**config.mk**
```make
export PLATFORM = sky130hd
export DESIGN_NAME = pipe_hazard_ctrl_flat
export DESIGN_NICKNAME = d
export VERILOG_FILES = /design/src/rtl/pipe_hazard_ctrl_if.sv /design/src/rtl/pipe_hazard_ctrl.sv /design/src/flat_wrapper.sv
export SDC_FILE = /design/constraint.sdc
export NUM_CORES = 1
export LEC_CHECK = 0
export BUFFER_PORTS_ARGS = -buffer_cell sky130_fd_sc_hd__buf_2
export CAP_MARGIN = 20
export CORE_MARGIN = 2
export CORE_UTILIZATION = 46
export CTS_CLUSTER_DIAMETER = 120
export CTS_CLUSTER_SIZE = 28
export DETAILED_ROUTE_END_ITERATION = 8
export GPL_TIMING_DRIVEN = 0
export PLACE_DENSITY_LB_ADDON = 0.1
export RECOVER_POWER = 25
export REMOVE_ABC_BUFFERS = 1
export SYNTH_ARGS = -nofsm -noshare
export SYNTH_HDL_FRONTEND = slang
export SYNTH_SLANG_ARGS = --single-unit
```
**constraint.sdc**
```tcl
create_clock -name clk -period 1.9 [get_ports clk]
set_input_delay 0.285 -clock clk [delete_from_list [all_inputs] [get_ports clk]]
set_output_delay 0.285 -clock clk [all_outputs]
set_load 0.03 [all_outputs]
```
**src/rtl/pipe_hazard_ctrl_if.sv**
```systemverilog
// pipe_hazard_ctrl_if
//   Bundles the ID-stage decode bits, the EX branch resolution and the
//   hazard-controller outputs into one port.
//   master : pipeline side. Drives the id_* fields and ex_br_taken, and
//            receives the enables, flush/bubble, forwarding selects and counters.
//   slave  : pipe_hazard_ctrl side.
interface pipe_hazard_ctrl_if #(
    parameter int REG_W = 5,
    parameter int CNT_W = 16
);
    logic             id_valid;
    logic [REG_W-1:0] id_rn;
    logic [REG_W-1:0] id_rm;
    logic             id_rn_used;
    logic             id_rm_used;
    logic [REG_W-1:0] id_rd;
    logic             id_regwrite;
    logic             id_memread;
    logic             id_set_flags;
    logic             id_uses_flags;
    logic             ex_br_taken;

    logic             pc_write;
    logic             ifid_write;
    logic             ifid_flush;
    logic             idex_bubble;
    logic [1:0]       fwd_a;
    logic [1:0]       fwd_b;
    logic             fwd_flags;
    logic [CNT_W-1:0] stall_cnt;
    logic [CNT_W-1:0] flush_cnt;

    modport master (
        output id_valid, id_rn, id_rm, id_rn_used, id_rm_used, id_rd,
               id_regwrite, id_memread, id_set_flags, id_uses_flags, ex_br_taken,
        input  pc_write, ifid_write, ifid_flush, idex_bubble,
               fwd_a, fwd_b, fwd_flags, stall_cnt, flush_cnt
    );

    modport slave (
        input  id_valid, id_rn, id_rm, id_rn_used, id_rm_used, id_rd,
               id_regwrite, id_memread, id_set_flags, id_uses_flags, ex_br_taken,
        output pc_write, ifid_write, ifid_flush, idex_bubble,
               fwd_a, fwd_b, fwd_flags, stall_cnt, flush_cnt
    );
endinterface

```
**src/rtl/pipe_hazard_ctrl.sv**
```systemverilog
// pipe_hazard_ctrl
//   Hazard and sequencing controller for the 5-stage CPU, placed beside ID.
//   Keeps a shadow copy of the in-flight instructions and derives the stall,
//   the flush, the forwarding selects and two saturating event counters.
//   Ports:
//     clk - pipeline clock (rising edge)
//     rst - asynchronous active-high reset
//     hz  - pipe_hazard_ctrl_if.slave (ID decode, branch resolution, outputs)
//   Build option: define FORWARD_EN to enable operand/flag forwarding. Without
//   it, every EX/MEM dependency stalls and all forwarding selects are 0.
module pipe_hazard_ctrl #(
    parameter int REG_W    = 5,
    parameter int ZERO_REG = 31,
    parameter int CNT_W    = 16
) (
    input logic              clk,
    input logic              rst,
    pipe_hazard_ctrl_if.slave hz
);
    localparam logic [REG_W-1:0] ZR = REG_W'(ZERO_REG);

    typedef struct packed {
        logic             valid;
        logic [REG_W-1:0] rd;
        logic             regwrite;
    } entry_t;

    // The WB producer writes the register file on the falling edge, so ID
    // already reads its value. Its entry is therefore not kept.
    entry_t           ex_q, ex_d, mem_q, mem_d;
    logic             ex_memread_q, ex_memread_d;
    logic             ex_set_flags_q, ex_set_flags_d;
    logic [CNT_W-1:0] stall_cnt_q, stall_cnt_d;
    logic [CNT_W-1:0] flush_cnt_q, flush_cnt_d;

    logic       ex_rn, ex_rm, mem_rn, mem_rm;
    logic       stall, flush, stall_eff;
    logic [1:0] fwd_a, fwd_b;
    logic       fwd_flags;

    function automatic logic match(input entry_t e, input logic [REG_W-1:0] r,
                                   input logic used);
        return used & e.valid & e.regwrite & (e.rd == r) & (r != ZR);
    endfunction

    always_comb begin
        ex_rn  = match(ex_q,  hz.id_rn, hz.id_rn_used);
        ex_rm  = match(ex_q,  hz.id_rm, hz.id_rm_used);
        mem_rn = match(mem_q, hz.id_rn, hz.id_rn_used);
        mem_rm = match(mem_q, hz.id_rm, hz.id_rm_used);

`ifdef FORWARD_EN
        stall     = hz.id_valid & ex_memread_q & (ex_rn | ex_rm);
        // The selects are consumed one cycle later, when the producer now in
        // EX sits in EX/MEM and the one now in MEM sits in MEM/WB.
        fwd_a     = ~hz.id_valid ? 2'b00 : ex_rn ? 2'b10 : mem_rn ? 2'b01 : 2'b00;
        fwd_b     = ~hz.id_valid ? 2'b00 : ex_rm ? 2'b10 : mem_rm ? 2'b01 : 2'b00;
        fwd_flags = hz.id_uses_flags & ex_q.valid & ex_set_flags_q;
`else
        stall     = hz.id_valid & ((ex_memread_q & (ex_rn | ex_rm)) |
                                   ex_rn | ex_rm | mem_rn | mem_rm |
                                   (hz.id_uses_flags & ex_q.valid & ex_set_flags_q));
        fwd_a     = 2'b00;
        fwd_b     = 2'b00;
        fwd_flags = 1'b0;
`endif

        // A taken branch squashes the instruction in ID, so it overrides the stall.
        flush     = hz.ex_br_taken & ~rst;
        stall_eff = stall & ~hz.ex_br_taken;

        ex_d           = '0;
        ex_memread_d   = 1'b0;
        ex_set_flags_d = 1'b0;
        if (hz.id_valid & ~stall & ~hz.ex_br_taken) begin
            ex_d.valid     = 1'b1;
            ex_d.rd        = hz.id_rd;
            ex_d.regwrite  = hz.id_regwrite;
            ex_memread_d   = hz.id_memread;
            ex_set_flags_d = hz.id_set_flags;
        end
        mem_d = ex_q;

        stall_cnt_d = stall_cnt_q;
        if (stall_eff && (stall_cnt_q != '1))
            stall_cnt_d = stall_cnt_q + CNT_W'(1);
        flush_cnt_d = flush_cnt_q;
        if (hz.ex_br_taken && (flush_cnt_q != '1))
            flush_cnt_d = flush_cnt_q + CNT_W'(1);
    end

    always_ff @(posedge clk or posedge rst) begin
        if (rst) begin
            ex_q           <= '0;
            mem_q          <= '0;
            ex_memread_q   <= 1'b0;
            ex_set_flags_q <= 1'b0;
            stall_cnt_q    <= '0;
            flush_cnt_q    <= '0;
        end else begin
            ex_q           <= ex_d;
            mem_q          <= mem_d;
            ex_memread_q   <= ex_memread_d;
            ex_set_flags_q <= ex_set_flags_d;
            stall_cnt_q    <= stall_cnt_d;
            flush_cnt_q    <= flush_cnt_d;
        end
    end

    assign hz.pc_write    = ~stall_eff;
    assign hz.ifid_write  = ~stall_eff;
    assign hz.ifid_flush  = flush;
    assign hz.idex_bubble = flush | stall_eff;
    assign hz.fwd_a       = fwd_a;
    assign hz.fwd_b       = fwd_b;
    assign hz.fwd_flags   = fwd_flags;
    assign hz.stall_cnt   = stall_cnt_q;
    assign hz.flush_cnt   = flush_cnt_q;
endmodule

```
**src/flat_wrapper.sv**
```systemverilog
// flat-port wrapper written by rule: the top's interface ports become plain ports
module pipe_hazard_ctrl_flat 
#(
    parameter int REG_W    = 5,
    parameter int ZERO_REG = 31,
    parameter int CNT_W    = 16
)
  (clk, rst, hz_id_valid, hz_id_rn, hz_id_rm, hz_id_rn_used, hz_id_rm_used, hz_id_rd, hz_id_regwrite, hz_id_memread, hz_id_set_flags, hz_id_uses_flags, hz_ex_br_taken, hz_pc_write, hz_ifid_write, hz_ifid_flush, hz_idex_bubble, hz_fwd_a, hz_fwd_b, hz_fwd_flags, hz_stall_cnt, hz_flush_cnt);
  pipe_hazard_ctrl_if #(.REG_W(REG_W), .CNT_W(CNT_W)) hz_i ();
  input logic clk;
  input logic rst;
  input wire logic [$bits(hz_i.id_valid)-1:0] hz_id_valid;
  input wire logic [$bits(hz_i.id_rn)-1:0] hz_id_rn;
  input wire logic [$bits(hz_i.id_rm)-1:0] hz_id_rm;
  input wire logic [$bits(hz_i.id_rn_used)-1:0] hz_id_rn_used;
  input wire logic [$bits(hz_i.id_rm_used)-1:0] hz_id_rm_used;
  input wire logic [$bits(hz_i.id_rd)-1:0] hz_id_rd;
  input wire logic [$bits(hz_i.id_regwrite)-1:0] hz_id_regwrite;
  input wire logic [$bits(hz_i.id_memread)-1:0] hz_id_memread;
  input wire logic [$bits(hz_i.id_set_flags)-1:0] hz_id_set_flags;
  input wire logic [$bits(hz_i.id_uses_flags)-1:0] hz_id_uses_flags;
  input wire logic [$bits(hz_i.ex_br_taken)-1:0] hz_ex_br_taken;
  output wire logic [$bits(hz_i.pc_write)-1:0] hz_pc_write;
  output wire logic [$bits(hz_i.ifid_write)-1:0] hz_ifid_write;
  output wire logic [$bits(hz_i.ifid_flush)-1:0] hz_ifid_flush;
  output wire logic [$bits(hz_i.idex_bubble)-1:0] hz_idex_bubble;
  output wire logic [$bits(hz_i.fwd_a)-1:0] hz_fwd_a;
  output wire logic [$bits(hz_i.fwd_b)-1:0] hz_fwd_b;
  output wire logic [$bits(hz_i.fwd_flags)-1:0] hz_fwd_flags;
  output wire logic [$bits(hz_i.stall_cnt)-1:0] hz_stall_cnt;
  output wire logic [$bits(hz_i.flush_cnt)-1:0] hz_flush_cnt;
  assign hz_i.id_valid = hz_id_valid;
  assign hz_i.id_rn = hz_id_rn;
  assign hz_i.id_rm = hz_id_rm;
  assign hz_i.id_rn_used = hz_id_rn_used;
  assign hz_i.id_rm_used = hz_id_rm_used;
  assign hz_i.id_rd = hz_id_rd;
  assign hz_i.id_regwrite = hz_id_regwrite;
  assign hz_i.id_memread = hz_id_memread;
  assign hz_i.id_set_flags = hz_id_set_flags;
  assign hz_i.id_uses_flags = hz_id_uses_flags;
  assign hz_i.ex_br_taken = hz_ex_br_taken;
  assign hz_pc_write = hz_i.pc_write;
  assign hz_ifid_write = hz_i.ifid_write;
  assign hz_ifid_flush = hz_i.ifid_flush;
  assign hz_idex_bubble = hz_i.idex_bubble;
  assign hz_fwd_a = hz_i.fwd_a;
  assign hz_fwd_b = hz_i.fwd_b;
  assign hz_fwd_flags = hz_i.fwd_flags;
  assign hz_stall_cnt = hz_i.stall_cnt;
  assign hz_flush_cnt = hz_i.flush_cnt;
  pipe_hazard_ctrl #(.REG_W(REG_W), .ZERO_REG(ZERO_REG), .CNT_W(CNT_W)) u_core (.clk(clk), .rst(rst), .hz(hz_i));
endmodule
```
-- After elaboration in Yosys (flattened, before gate mapping)
Cells that the tools add are included.
- output and inout bits: 41
- word-level logic and storage cells: 60
- input bits: 25
- flip-flop bits (word level): 48
- add/sub/neg operators: 2
- bitwise gates (word level): 35
- reduce and logical (&&, ||, !) cells: 2
- equal/unequal tests: 8
- multiplexer cells: 3
- operator list (operator ; count):
    $add A16 B1 Y16 const B ; 2
    $ne A16 B16 Y1 const B ; 2
    $and A1 B1 Y1 ; 24
    $eq A5 B5 Y1 ; 4
    $ne A5 B5 Y1 const B ; 2
    $mux W7 ; 1
    $or A1 B1 Y1 ; 7
    $not A1 Y1 ; 4
    $logic_and A1 B1 Y1 ; 2
    $mux W1 ; 2

-- Depth between registers and ports, before layout
- word-level depth: 16
- gate-level depth with buffers: 9
- gate-level depth less buffers: 7

-- Worst setup path after synthesis
OpenSTA, ideal clock, no wires.
- path kind: reg-to-output
- start: register u_core.ex_q[3] in the netlist's numbering
- end: output port hz_pc_write
- path buffers: 1
- cell stages (with the launch flop): 8
- path slack: -0.113 ns
- data arrival time: 1.728 ns
- required time: 1.615 ns
- cells stage by stage: dfrtp_1 > xnor2_1 > nand4_1 > o22ai_1 > a32oi_1 > a21boi_1 > inv_1 > buf_4
- cells in the longest elaborated chain, start to end: 13
- elaborated cells between the ends (all ways): 16
- those cells by class: eq/ne (2); bitwise (14)
- ends and longest elaborated chain (element ; RTL line ; text):
    start: declaration ; pipe_hazard_ctrl.sv:30 ; entry_t ex_q, ex_d, mem_q, mem_d;
    start signal: assignment ; pipe_hazard_ctrl.sv:94 ; ex_q <= '0;
    start signal: assignment ; pipe_hazard_ctrl.sv:101 ; ex_q <= ex_d;
    $eq A5 B5 Y1 ; pipe_hazard_ctrl.sv:43 ; return used & e.valid & e.regwrite & (e.rd == r) & (r != ZR);
    $and A1 B1 Y1 (2 in series) ; pipe_hazard_ctrl.sv:43 ;
    $or A1 B1 Y1 ; pipe_hazard_ctrl.sv:60 ; stall = hz.id_valid & ((ex_memread_q & (ex_rn | ex_rm)) |
    $and A1 B1 Y1 ; pipe_hazard_ctrl.sv:60 ;
    $or A1 B1 Y1 ; pipe_hazard_ctrl.sv:60 ;
    $or A1 B1 Y1 (*) (4 in series) ; pipe_hazard_ctrl.sv:61 ; ex_rn | ex_rm | mem_rn | mem_rm |
    $and A1 B1 Y1 (*) ; pipe_hazard_ctrl.sv:60 ;
    $and A1 B1 Y1 (*) ; pipe_hazard_ctrl.sv:70 ; stall_eff = stall & ~hz.ex_br_taken;
    $not A1 Y1 (*) ; -- ;
    end: declaration ; flat_wrapper.sv:23 ; output wire logic [$bits(hz_i.pc_write)-1:0] hz_pc_write;
Every way passes the cells marked *; elsewhere a longest branch is shown, timed or not.

-- Final worst setup path
- start: register u_core.ex_q[4] in the netlist's numbering
- end: output port hz_idex_bubble
- cells in the longest elaborated chain, start to end: 13
- elaborated cells between the ends (all ways): 16
- those cells by class: eq/ne (2); bitwise (14)
- ends and longest elaborated chain (element ; RTL line ; text):
    $eq A5 B5 Y1 ; pipe_hazard_ctrl.sv:43 ;
    $and A1 B1 Y1 (2 in series) ; pipe_hazard_ctrl.sv:43 ;
    $or A1 B1 Y1 ; pipe_hazard_ctrl.sv:60 ;
    $and A1 B1 Y1 ; pipe_hazard_ctrl.sv:60 ;
    $or A1 B1 Y1 ; pipe_hazard_ctrl.sv:60 ;
    $or A1 B1 Y1 (*) (4 in series) ; pipe_hazard_ctrl.sv:61 ;
    $and A1 B1 Y1 (*) ; pipe_hazard_ctrl.sv:60 ;
    $and A1 B1 Y1 (*) ; pipe_hazard_ctrl.sv:70 ;
    $or A1 B1 Y1 (*) ; pipe_hazard_ctrl.sv:113 ; assign hz.idex_bubble = flush | stall_eff;
    end: declaration ; flat_wrapper.sv:26 ; output wire logic [$bits(hz_i.idex_bubble)-1:0] hz_idex_bubble;
Marked as above.

==> results.toml <==
[worst_setup_path]
slowest_stage = "dfrtp_1"
start_kind = "flop"
max_stage_delay_ns = 0.43
path_buf_inv = 1
setup.worst_path.end = "hz_idex_bubble"
reg2reg_depth = 8
crit_cells = 7
cpLargestDelayFamily = "compound AO/OA/AOI/OAI gates"
worstSetupStartpoint = "u_core.ex_q[4]"
arrival_ns = 1.82
worstSetupPathType = "reg -> out"
cp_data_required_time_ns = 1.62
path_cells = "xnor2_1 -> nand4_1 -> o22ai_2 -> a32oi_2 -> a21boi_2 -> or2_4 -> buf_6"
timing.rr.end = "u_core.hz.stall_cnt[1]"
r2r_setup_slack_ns = -0.02
r2r_start = "u_core.ex_q[4]"
cp_max_fo = 3
critPathCaptureType = "output pin"

[detailed_routing]
remaining_drc_errors = 0
ant_nets = 0
drt_iter0_markers = 49
vias = 1664
vias_per_cell = 4.87
routed_wire_length_per_instance_um = 12.7
drt-total-wl_mm = 4.34
dr.pass1.iters = 4

[timing]
setup_viol = 4
maxSlewViolCount = 0
tightest_slew_ns = 0.862
rsz0062_at_grt = "yes"
fin_crit_sh_pct = 111
finalWorstSetupSlack_ns = -0.206
post-route-min-period_ns = 2.11
finClkSkew_ns = 0.00511
finalHoldViolations = 0
slew_headroom_pct = 42.5
clock.fmax_ghz = 0.475

[global_routing]
globalRouteMet1Util_pct = 23.2
grt_util_met2_pct = 27.0
grt_max_degree = 41
met3_usage_pct = 4.34
grt_pass1_vias = 1534
overflow = 0
antenna_found_initial = 0
grt.total_usage_pct = 17.1
grt_first_pass_wirelength_mm = 7.08
top_usage_layer = "met2"

[synth]
syn_area_um2 = 2260
ys_ff_latch = 47
synth_area_leaders = "dfrtp_1, xnor2_1, nand3_1"
yosysSeqAreaShare_pct = 52.1
yosysTopAreaCell = "dfrtp_1"
syn_avg_cell_area_um2 = 11.2
yosys.area.top_type_share_pct = 52.1
synthDistinctLibCells = 33
synthCells = 202
synth_warnings = 0

[clock_network]
cts.sinks = 47
cts_tree = "done"
clk_pin_slew_ns = 0.08
clk_latency_ns = 0.29
numCtsBuffers = 5
root_buffer = "clkbuf_8"
clk_path_buf_depth = 2
cts_max_level = 2

[status]
status = "complete, but fails checks"
failed_checks = "negative setup slack"

[job]
maxCapViolCount = 0

[power_and_ir_drop]
pwr_density_cell_nw_per_um2 = 813
leakagePower_nw = 1.43
ir_drop_uv = 822

[finish]
num_antenna_cells = 0
drive_above_1_share_pct = 38.2
area_delta_synth_final_pct = 30.0
fin_nets = 301
final_area_um2 = 2940
final_util_pct = 62.1
layout_commonest_cell = "buf_2"
final_cell_mix = "buf_2, dfrtp_1, xnor2_1"

[place]
hpwl_mm = 3.13
portBuffers = 59
gp_congestion = 0.790
placed_area_um2 = 2610

[die]
die_h_um = 74.1
die-area_um2 = 5490
dieWidth_um = 74.1
io_pins = 66
floorplan.initialDensity_pct = 47.8
rows = 25
core_area_um2 = 4720

[worst_hold_path]
hp-class = "in -> reg"
## per-stage QoR
| stage | setup TNS [ns] | cells | total power [mW] | hold slack, ns | setup WS, ns |
|---|---|---|---|---|---|
| after floorplan | -2.02 | 196 | 1.55 | 0.375 | -0.243 |
| after global routing | -2.08 | 342 | 2.52 | 0.180 | -0.293 |
| after global placement | -10.92 | 322 | 1.71 | 0.389 | -0.439 |
| after detailed placement | -4.74 | 323 | 1.72 | 0.209 | -0.426 |
| after CTS | -0.547 | 335 | 2.39 | 0.181 | -0.194 |
| final | -0.565 | 342 | 2.39 | 0.192 | -0.206 |
## cell families (layout without fill, tap and decap cells)
family,count (synthesis),after routing,share of synthesized area (%)
other cells,1,5,0.166
simple gates,79,79,20.7
mux,2,2,0.997
flops,47,47,52.1
fa+ha+maj,2,2,1.11
xor+xnor,50,50,19.4
compound gates,7,7,2.16
buf+inv,14,83,3.38
## layer usage
layer	share of wire [%]	vias up
met2	47	43
met5	0	-
met3	4.8	6
met4	1.2	0
li1	-	819
met1	47	796
## registers in the layout, summed over array words and instances (netlist names)
register / cells
u_core.mem_q: 7
u_core.hz.flush_cnt: 16
u_core.ex_q: 7
u_core.ex_set_flags_q: 1
u_core.hz.stall_cnt: 16
## Yosys cell counts, drive strengths merged
library cell,instances
a21oi,1
inv,4
ha,2
nor3,1
buf,7
xnor2,43
nand3,18
or2,3
nand4,15
o21a,1
and2,8
conb,1
nor2,4
a32oi,1
clkbuf,3
o22ai,2
and3,9
and4,5
nand2,11
a21boi,2
xor2,7
mux2,2
dfrtp,47
nor2b,4
or3,1
## how the worst min path moves through the flow
stage	from	end	slack (ns)	cells after the start
floorplan	u_core.ex_q[0]	u_core.mem_q[0]	0.38	0
global placement	u_core.ex_q[0]	u_core.mem_q[0]	0.39	0
detailed placement	rst	u_core.hz.stall_cnt[13]	0.21	2
CTS	hz_id_set_flags	u_core.ex_set_flags_q	0.18	2
global route	hz_id_set_flags	u_core.ex_set_flags_q	0.18	2
finish	hz_id_rd[3]	u_core.ex_q[4]	0.19	2
## report_power, final
part           internal, mW  total [mW]  switching, mW
clock                 0.331       0.650          0.320
sequential             1.09        1.20          0.112
combinational         0.211       0.531          0.321
## worst reg2reg max path, stage by stage, from the launching register on
cell and delay [ns]:
dfrtp_1 0.43, xnor2_1 0.15, nand4_1 0.12, o22ai_2 0.16, a32oi_2 0.15, buf_4 0.17, a21oi_4 0.20, buf_12 0.15
mux2_4 0.29
## timing repair
item	in CTS	in global routing
gates resized for setup	12	18
pin swaps	10	15
endpoints found under the hold margin	7	0
hold buffers	1	0
setup endpoints to repair	19	18
gates cloned	0	1
buffers inserted	3	6
## layout make-up
| cell class | count | area [um^2] |
|---|---|---|
| Sequential cell | 47 | 1180 |
| Inverter | 4 | 15.0 |
| Tap cell | 67 | 83.8 |
| Fill cell | 406 | 1790 |
| Timing Repair Buffer | 71 | 434 |
| Multi-Input combinational cell | 145 | 1120 |
| Clock inverter | 1 | 7.51 |
| Clock buffer | 7 | 96.3 |
Power figures use the tool's default switching activity.
